**src/rtl/vc_arb_requester.sv**
```systemverilog
// Requester-side front end for one port of the round-robin vc_arbiter: FIFO + burst FSM.
// Optional starvation monitor is compiled in when VC_ARB_REQ_STARVE_EN is defined.
module vc_arb_requester #(
    parameter int DATA_W    = 32,
    parameter int DEPTH     = 4,
    parameter int BURST_MAX = 8,
    parameter int WAIT_MAX  = 255
) (
    input  logic              clk,
    input  logic              rst,
    input  logic              domain,
    input  logic              in_val,
    output logic              in_rdy,
    input  logic [DATA_W-1:0] in_data,
    input  logic              in_last,
    output logic              req,
    input  logic              gnt,
    output logic              out_val,
    input  logic              out_rdy,
    output logic [DATA_W-1:0] out_data,
    output logic              out_last,
    output logic              starve
);
    localparam int AW = $clog2(DEPTH);
    localparam int BW = $clog2(BURST_MAX + 1);
    localparam logic [BW-1:0] BURST_FULL = BW'(BURST_MAX);
    localparam logic [BW-1:0] BURST_LAST = BW'(BURST_MAX - 1);

    typedef enum logic [1:0] {IDLE, REQ, XFER, REL} state_t;

    state_t            state;
    state_t            state_next;
    logic [DATA_W-1:0] mem_data [DEPTH];
    logic              mem_last [DEPTH];
    logic [AW:0]       wr_ptr;
    logic [AW:0]       rd_ptr;
    logic              full;
    logic              empty;
    logic              push;
    logic              pop;
    logic              head_last;
    logic              beat_ok;
    logic [BW-1:0]     beat_cnt;

    // The domain input only labels the control state; no logic depends on its value.
    logic unused_domain;
    assign unused_domain = domain;

    // Extra pointer MSB distinguishes full from empty when the index bits match.
    assign empty     = (wr_ptr == rd_ptr);
    assign full      = (wr_ptr[AW] != rd_ptr[AW]) && (wr_ptr[AW-1:0] == rd_ptr[AW-1:0]);
    assign in_rdy    = !full;
    assign push      = in_val && in_rdy;
    assign pop       = out_val && out_rdy;
    assign out_data  = mem_data[rd_ptr[AW-1:0]];
    assign head_last = mem_last[rd_ptr[AW-1:0]];
    assign out_last  = head_last || (beat_cnt == BURST_LAST);
    assign beat_ok   = gnt && !empty && out_rdy;

    always_ff @(posedge clk) begin
        if (rst) begin
            wr_ptr <= '0;
            rd_ptr <= '0;
        end else begin
            if (push) begin
                wr_ptr <= wr_ptr + (AW+1)'(1);
            end
            if (pop) begin
                rd_ptr <= rd_ptr + (AW+1)'(1);
            end
        end
    end

    always_ff @(posedge clk) begin
        if (push) begin
            mem_data[wr_ptr[AW-1:0]] <= in_data;
            mem_last[wr_ptr[AW-1:0]] <= in_last;
        end
    end

    always_ff @(posedge clk) begin
        if (rst) begin
            state <= IDLE;
        end else begin
            state <= state_next;
        end
    end

    // REL is held while gnt stays high so the arbiter sees req drop and rotates.
    always_comb begin
        state_next = state;
        req        = 1'b0;
        out_val    = 1'b0;
        case (state)
            IDLE: begin
                if (!empty) begin
                    state_next = REQ;
                end
            end
            REQ: begin
                req = 1'b1;
                if (gnt) begin
                    state_next = XFER;
                end
            end
            XFER: begin
                req     = 1'b1;
                out_val = gnt && !empty;
                if (!gnt) begin
                    state_next = REQ;
                end else if (beat_ok && out_last) begin
                    state_next = REL;
                end else if (empty && !in_val) begin
                    state_next = REL;
                end
            end
            REL: begin
                if (!gnt) begin
                    state_next = empty ? IDLE : REQ;
                end
            end
            default: begin
                state_next = IDLE;
            end
        endcase
    end

    always_ff @(posedge clk) begin
        if (rst || state == REQ) begin
            beat_cnt <= '0;
        end else if (state == XFER && pop && beat_cnt != BURST_FULL) begin
            beat_cnt <= beat_cnt + BW'(1);
        end
    end

`ifdef VC_ARB_REQ_STARVE_EN
    localparam int WW = $clog2(WAIT_MAX + 1);
    localparam logic [WW-1:0] WAIT_SAT = WW'(WAIT_MAX);

    logic [WW-1:0] wait_cnt;

    // wait_cnt counts REQ cycles including the current one, so starve lines up with cycle WAIT_MAX.
    always_ff @(posedge clk) begin
        if (rst || state_next != REQ) begin
            wait_cnt <= '0;
        end else if (state != REQ) begin
            wait_cnt <= WW'(1);
        end else if (wait_cnt != WAIT_SAT) begin
            wait_cnt <= wait_cnt + WW'(1);
        end
    end

    assign starve = (wait_cnt == WAIT_SAT);
`else
    localparam int unused_wait_max = WAIT_MAX;
    assign starve = 1'b0;
`endif

    assert property (@(posedge clk) disable iff (rst) out_val |-> (req && gnt));

endmodule
```
**config.mk**
```make
export PLATFORM = sky130hd
export DESIGN_NAME = vc_arb_requester
export DESIGN_NICKNAME = d
export VERILOG_FILES = /design/src/rtl/vc_arb_requester.sv
export SDC_FILE = /design/constraint.sdc
export NUM_CORES = 1
export LEC_CHECK = 0
export BUFFER_PORTS_ARGS = -buffer_cell sky130_fd_sc_hd__buf_2
export CORE_MARGIN = 4
export CORE_UTILIZATION = 45
export CTS_BUF_LIST = sky130_fd_sc_hd__clkbuf_16
export DETAILED_ROUTE_END_ITERATION = 7
export HOLD_SLACK_MARGIN = 0.02
export MAX_ROUTING_LAYER = met4
export PLACE_DENSITY_LB_ADDON = 0.08
export SYNTH_ARGS = -nofsm -noshare
export SYNTH_HDL_FRONTEND = slang
export SYNTH_SLANG_ARGS = --single-unit
```
**constraint.sdc**
```tcl
create_clock -name clk -period 2.98 [get_ports clk]
set_input_delay 0.596 -clock clk [delete_from_list [all_inputs] [get_ports clk]]
set_output_delay 0.596 -clock clk [all_outputs]
set_load 0.02 [all_outputs]
```
==> results of run 1 <==
sequential cells by signal, summed over array words and instances, names as in the netlist, named ones only:
name      count
wr_ptr        3
beat_cnt      4
mem_last      4
mem_data    128
rd_ptr        3
state         2
cells by family after synthesis:
group,Yosys count,share of synthesized area
compound gates,23,0.03110
xor+xnor,7,0.01478
fa+ha+maj,11,0.02426
buf+inv,21,0.01676
flops,146,0.7481
mux,37,0.1383
other cells,1,0.0006610
simple gates,27,0.02603
critical path, cell delays in order (launching register included):
cell and delay (ns):
dfxtp_2 0.60, buf_4 0.31, mux4_2 0.36, buf_2 0.18
metrics by stage:
stage | instances | worst slack [ns] | instance area [um2] | hold slack, ns
after CTS | 545 | 0.4743 | 6897 | 0.3815
after global placement | 513 | 0.7576 | 6297 | 0.4837
after detailed placement | 513 | 0.7105 | 6297 | 0.5009
after global routing | 545 | 0.4132 | 6897 | 0.3828
final | 545 | 0.5242 | 6897 | 0.4031
after floorplan | 273 | 0.7905 | 5673 | 0.4656
synth_stat cells (3+ instances only):
master / count
mux2i_1: 3
edfxtp_1: 132
buf_2: 4
nor2_1: 9
ha_1: 11
xor2_2: 3
mux4_2: 33
dfxtp_1: 14
a21boi_1: 3
o21ai_0: 5
and2_1: 3
clkbuf_1: 5
inv_1: 10
or3_1: 4
layer usage:
metal / track usage / vias up / share of wire
met5: - / - / 0
met4: 0.04887 / 0 / 0.015
met3: 0.04818 / 14 / 0.038
met2: 0.2364 / 54 / 0.51
met1: 0.1805 / 1411 / 0.43
li1: - / 1290 / -
power by group through the flow:
stage | sequential, uW | combinational (uW) | clock (uW)
after floorplan | 2410 | 268 | 0
after global placement | 2410 | 410 | 0
after detailed placement | 2420 | 418 | 0
after CTS | 2370 | 419 | 2180
after global routing | 2380 | 448 | 2290
final | 2370 | 410 | 2130
final cells by class:
type,instances,share of cell area
clock buffers,17,0.06168
well taps,168,0.03048
flip-flops and latches,146,0.6157
inverters,10,0.005443
clock inverters,15,0.02522
repair buffers,83,0.06749
multi-input cells,106,0.1939
path summary, 6_finish.rpt:
check | startpoint | to | slack [ns]
worst max-delay path | register | out_data[12] | 0.52
worst min-delay path | in_data[31] | mem_data[0][31] | 0.40
worst max register to register | wr_ptr[1] | mem_data[1][29] | 0.74
worst min register to register | beat_cnt[2] | beat_cnt[2] | 0.52
layout by cell type, fill, tap and decap left out, types with 3 or more instances in the layout:
cell	netlist	layout
inv_1	10	11
a21boi_1	3	3
mux4_2	33	33
ha_1	11	11
nor2_1	9	9
edfxtp_1	132	132
dfxtp_1	14	12
o21ai_0	5	5
clkinv_1	0	3
clkbuf_16	0	17
bufinv_16	0	4
buf_4	1	8
buf_2	4	73
and2_2	1	4
clkinv_2	0	4
mux2i_1	3	3
xor2_2	3	3
or3_1	4	4
==> metrics.md, run 1 <==
| Metric | Value |
|---|---|
| Worst slew margin | 0.4939 |
| Placer Congestion | 0.7662 |
| Logic gate share of total power | 0.083 |
| Post-Syn Area | 5673 um2 |
| TritonCTS buffer count | 17 |
| Die Ht | 120.3 um |
| Final-report hold violation count | 0 |
| Root cell of the clock tree | clkbuf_16 |
| Total wire length | 9754 um |
| Setup TNS | 0 ns |
| Yosys cell types | 40 |
| RSZ-0062 raised after global routing | no |
| Register share of total power | 0.483 |
| Total power | 4916 uW |
| DRC viols | 0 |
| Slew Viols, Final | 0 |
| Grt ovf | 0 |
| FMAX | 0.4072 GHz |
| Dominant cells by area after synthesis | edfxtp_1, mux4_2, dfxtp_1 |
| Area Growth Syn to Fin | 21.57% |
| Via count | 2769 |
| Largest net degree at the start of global routing | 30 |
| Port Buffers | 73 |
| Area share of the largest cell type after synthesis | 0.6987 |
| Mapped Nets | 323 |
| Critical Path Sink Type | primary output |
| Main flop type after synthesis | edfxtp_1 |
| Data arrival time of the worst path | 1.86 ns |
| Post_cts resized | 0 |
| Sw power | 1034 uW |
| CTS Sinks | 146 |
| Status | finished clean |
| FF/Latch Area | 4247 um2 |
| Int Power | 3882 uW |
| Drt first-iter violations | 115 |
| Reg clk slew, reported paths | 0.06 ns |
| Global-route wire length before repair | 15390 um |
| Postcts setup bufs | 0 |
| Fillers | 954 |
| Nets@finish | 414 |
| Required @ worst endpoint | 2.38 ns |
| CTS Hold Buffers Added | 0 |
| Layout cells sized above 1 | 0.4218 |
| H-tree depth | 4 |
| Initial Util | 0.4665 |
| Die Wd | 120.3 um |
| Skew final | 0.005153 ns |
| GRT Total Usage | 0.1479 |
| Drt pass-1 iters | 4 |
| Worst-margin pin slew | 0.7580 ns |
| Routed len/inst | 17.90 um |
| Critical Path Fanout Max | 16 |
| Net Sw Frac | 0.2103 |
| Clk_lat worst skew | 0.41 ns |
| TritonCTS clock tree | yes |
| Layout Utilization | 0.5671 |
| Core Rows | 40 |
| Synth Instances | 273 |
| Initial antenna violation count | 0 |
| Register bit total from synthesis | 146 |
| Worst r2r path cells | 4 |
| Final Cycle Share | 0.8241 |
| Ports | 76 |
| Area leader, netlist | edfxtp_1 |
| Clk buf depth | 2 |
| Async set-or-reset flop fraction in the synthesized netlist | 0 |
| Clk pwr share | 0.434 |
| Routed Antenna Nets | 0 |
| HP Class | input port to register |
| Tmin final | 2.456 ns |
| Cells on Worst Hold Path | 1 |
| Post-DP HPWL | 6336 um |
| Final setup vio count | 0 |
| Critical path launch point type | register |
| Diode count | 0 |
| CORE AREA | 12160 um2 |
| EDFF count, synth | 132 |
| Leakage | 0.002403 uW |
| Yosys warns | 0 |
| Worst vdd ir | 0.4121 mV |
| Die ar. | 14470 um2 |
| Vias in the first global route | 2890 |
| Max Cap Violations | 0 |
| Power Dens Cells | 712.8 nW/um2 |
| Setup CP Type | register to primary output |
| Avg Inst Size Synth | 20.78 um2 |
| Sequential-to-total area share from yosys stat | 0.7481 |
| Multi-input gate area | 1338 um2 |
| Drt via density | 5.081 |
Note: power is estimated with default switching activity, not from simulation.
==> inputs of run 2 (changes only) <==
Settings changed: ABC_AREA from default to 1.
Clock period 2.98 ns to 2.2 ns, I/O delays scaled along.
==> metrics.md, run 2 <==
| Metric | Value |
|---|---|
| Critical path launch point type | register (unchanged) |
| GRT Total Usage | 0.1721 (was 0.1479) |
| Final setup vio count | 0 (unchanged) |
| Async set-or-reset flop fraction in the synthesized netlist | 0 (unchanged) |
| Area Growth Syn to Fin | 22.06% (was 21.57%) |
| Worst hold path startpoint | in_data[4] (was in_data[31]) |
| FMAX | 0.4848 GHz |
| Required @ worst endpoint | 1.76 ns (was 2.38 ns) |
| Max Cap Violations | 0 (unchanged) |
| Dominant cells by area after synthesis | edfxtp_1, o21ai_0, dfxtp_1 (was edfxtp_1, mux4_2, dfxtp_1) |
| Reg clk slew, reported paths | 0.06 ns (about the same) |
| Tmin final | 2.063 ns |
| Most common cell after layout, fill and taps aside | edfxtp_1 (unchanged) |
| EDFF count, synth | 132 (unchanged) |
| Core Rows | 41 (was 40) |
| Diode count | 0 (unchanged) |
| Layout cells sized above 1 | 0.2569 (was 0.4218) |
| CTS Hold Buffers Added | 0 (unchanged) |
| Avg Inst Size Synth | 13.10 um2 (was 20.78 um2) |
| Initial antenna violation count | 0 (unchanged) |
| Total wire length | 12000 um (was 9754 um) |
| H-tree depth | 4 (unchanged) |
| Root cell of the clock tree | clkbuf_16 (unchanged) |
| Post-DP HPWL | 6990 um (was 6336 um) |
| Max reg flops | 128 (unchanged) |
| Status | finished clean (unchanged) |
| Top-count cell post-synth | edfxtp_1 (unchanged) |
| Yosys warns | 0 (unchanged) |
| Die ar. | 14720 um2 (was 14470 um2) |
| Final Cycle Share | 0.9376 |
| Area share of the largest cell type after synthesis | 0.6859 (was 0.6987) |
| DRC viols | 0 (unchanged) |
| Port Buffers | 73 (unchanged) |
| Clk buf depth | 2 (unchanged) |
| Area leader, netlist | edfxtp_1 (unchanged) |
| Routed len/inst | 16.83 um (was 17.90 um) |
| Die Wd | 121.3 um (was 120.3 um) |
| Routed Antenna Nets | 0 (unchanged) |
| CTS Sinks | 146 (unchanged) |
| TritonCTS clock tree | yes (unchanged) |
| FF/Latch Area | 4245 um2 (was 4247 um2) |
| Setup CP Type | register to primary output (unchanged) |
| Drt first-iter violations | 250 (was 115) |
| Drt via density | 5.098 (was 5.081) |
| Drt pass-1 iters | 4 (unchanged) |
| Hold WS | 0.2413 ns (was 0.4031 ns) |
| HP Class | input port to register (unchanged) |
| Critical Path Fanout Max | 33 (was 16) |
| Ports | 76 (unchanged) |
| Synth Instances | 441 (was 273) |
| Final-report hold violation count | 0 (unchanged) |
| Clk_lat worst skew | 0.41 ns (about the same) |
| Critical Path Sink Type | primary output (unchanged) |
| Placer Congestion | 0.7599 (was 0.7662) |
| Data arrival time of the worst path | 1.62 ns (was 1.86 ns) |
| Multi-input gate area | 1368 um2 (was 1338 um2) |
| Grt ovf | 0 (unchanged) |
| Register bit total from synthesis | 146 (unchanged) |
| Power Dens Cells | 951.0 nW/um2 (was 712.8 nW/um2) |
| Mapped Nets | 491 (was 323) |
| Yosys cell types | 29 (was 40) |
| Main flop type after synthesis | edfxtp_1 (unchanged) |
| Leakage | 0.002604 uW (was 0.002403 uW) |
| Global-route wire length before repair | 18570 um (was 15390 um) |
| Die Ht | 121.3 um (was 120.3 um) |
| RSZ-0062 raised after global routing | no (unchanged) |
| Fillers | 1068 (was 954) |
| Slew Viols, Final | 0 (unchanged) |
| Sequential-to-total area share from yosys stat | 0.7344 (was 0.7481) |
| Worst vdd ir | 0.5756 mV (was 0.4121 mV) |
| Post-synth top cells | edfxtp_1, nor2_1, o21ai_0 (was edfxtp_1, mux4_2, dfxtp_1) |
| Most frequent cells in the layout | edfxtp_1, buf_2, o21ai_0 (was edfxtp_1, buf_2, mux4_2) |
| Final worst slack | 0.1373 ns (was 0.5242 ns) |
| Post-Syn Area | 5779 um2 (was 5673 um2) |
| TritonCTS buffer count | 17 (unchanged) |
| Nets@finish | 578 (was 414) |
| Critical R2R Launch | wr_ptr[0] (was wr_ptr[1]) |
| Initial Util | 0.4580 (was 0.4665) |
| Skew final | 0.004848 ns (was 0.005153 ns) |
| CORE AREA | 12620 um2 (was 12160 um2) |
| Setup WS pre-CTS | 0.3976 ns (was 0.7105 ns) |
| Via count | 3635 (was 2769) |
| Largest net degree at the start of global routing | 67 (was 30) |
| Vias in the first global route | 3519 (was 2890) |
run 2: cell count changes in the layout (fill, tap and decap cells not counted), sizes merged, moves of 3 or more:
cell    previous run  this run
a21boi             3         0
a21oi              2        11
and2               4         0
buf               83        88
inv               12        28
mux4              33         0
nand2              2        28
nand3              1        12
nor2               9        74
o21ai              5        72
o22ai              1        32
or3                5         0
xor2               5         2
run 2: power breakdown:
| part | total [uW] | internal [uW] | leakage (uW) | switching, uW |
|---|---|---|---|---|
| Clock | 2740 | 1660 | 0.000283 | 1080 |
| Combinational | 746 | 248 | 0.000996 | 498 |
| Sequential | 3230 | 3180 | 0.00133 | 52.5 |
run 2: path summary, 6_finish.rpt:
check                                       end  slack (ns)  cells after the start
worst max-delay path               out_data[16]        0.14                      4
worst min-delay path             mem_data[2][4]        0.24                      1
worst max register to register  mem_data[0][17]        0.40                      7
worst min register to register      beat_cnt[3]        0.46                      2
run 2: final cells by class:
type / count / share of cell area
multi-input cells: 249 / 0.1939
well taps: 172 / 0.03051
flip-flops and latches: 146 / 0.6018
clock buffers: 17 / 0.06031
inverters: 25 / 0.01401
clock inverters: 15 / 0.02057
repair buffers: 89 / 0.07893
run 2: cells by family (layout without fill, tap and decap cells):
group           Yosys count  after routing  synth area share
xor+xnor                  2              2          0.003032
flops                   146            146            0.7344
compound gates          116            116            0.1085
simple gates            118            118           0.09504
other cells               1              1         0.0006489
buf+inv                  46            146           0.03291
fa+ha+maj                11             11           0.02381
mux                       1              1          0.001732
run 2: critical path: stages, from the launching register on:
cell	delay, ns
dfxtp_2	0.42
buf_12	0.23
o21ai_0	0.12
o22ai_1	0.22
buf_2	0.21
run 2: repair_timing:
action | CTS | global route
endpoints found under the setup margin | 4 | 1
gates cloned | 0 | 1
setup buffers | 0 | 0
hold endpoints to repair | 0 | 0
resized for setup | 1 | 2
pin swaps | 0 | 0
run 2: layer usage:
metal | part of all wire | routed length (um) | GRT usage
met1 | 0.45 | 5380 | 0.2284
met4 | 0.011 | 127 | 0.05252
met3 | 0.065 | 777 | 0.05082
met2 | 0.48 | 5712 | 0.2587
met5 | 0 | 0 | -
run 2: metrics by stage:
stage | cell area, um2 | util | std cells | power [uW] | setup TNS [ns]
global placement | 6450 | 0.5111 | 680 | 4018 | 0
finish | 7054 | 0.5590 | 713 | 6709 | 0
CTS | 7023 | 0.5565 | 712 | 6768 | 0
floorplan | 5779 | - | 441 | 3751 | -53.93
detailed placement | 6450 | 0.5111 | 680 | 4035 | 0
global route | 7054 | 0.5590 | 713 | 7015 | 0
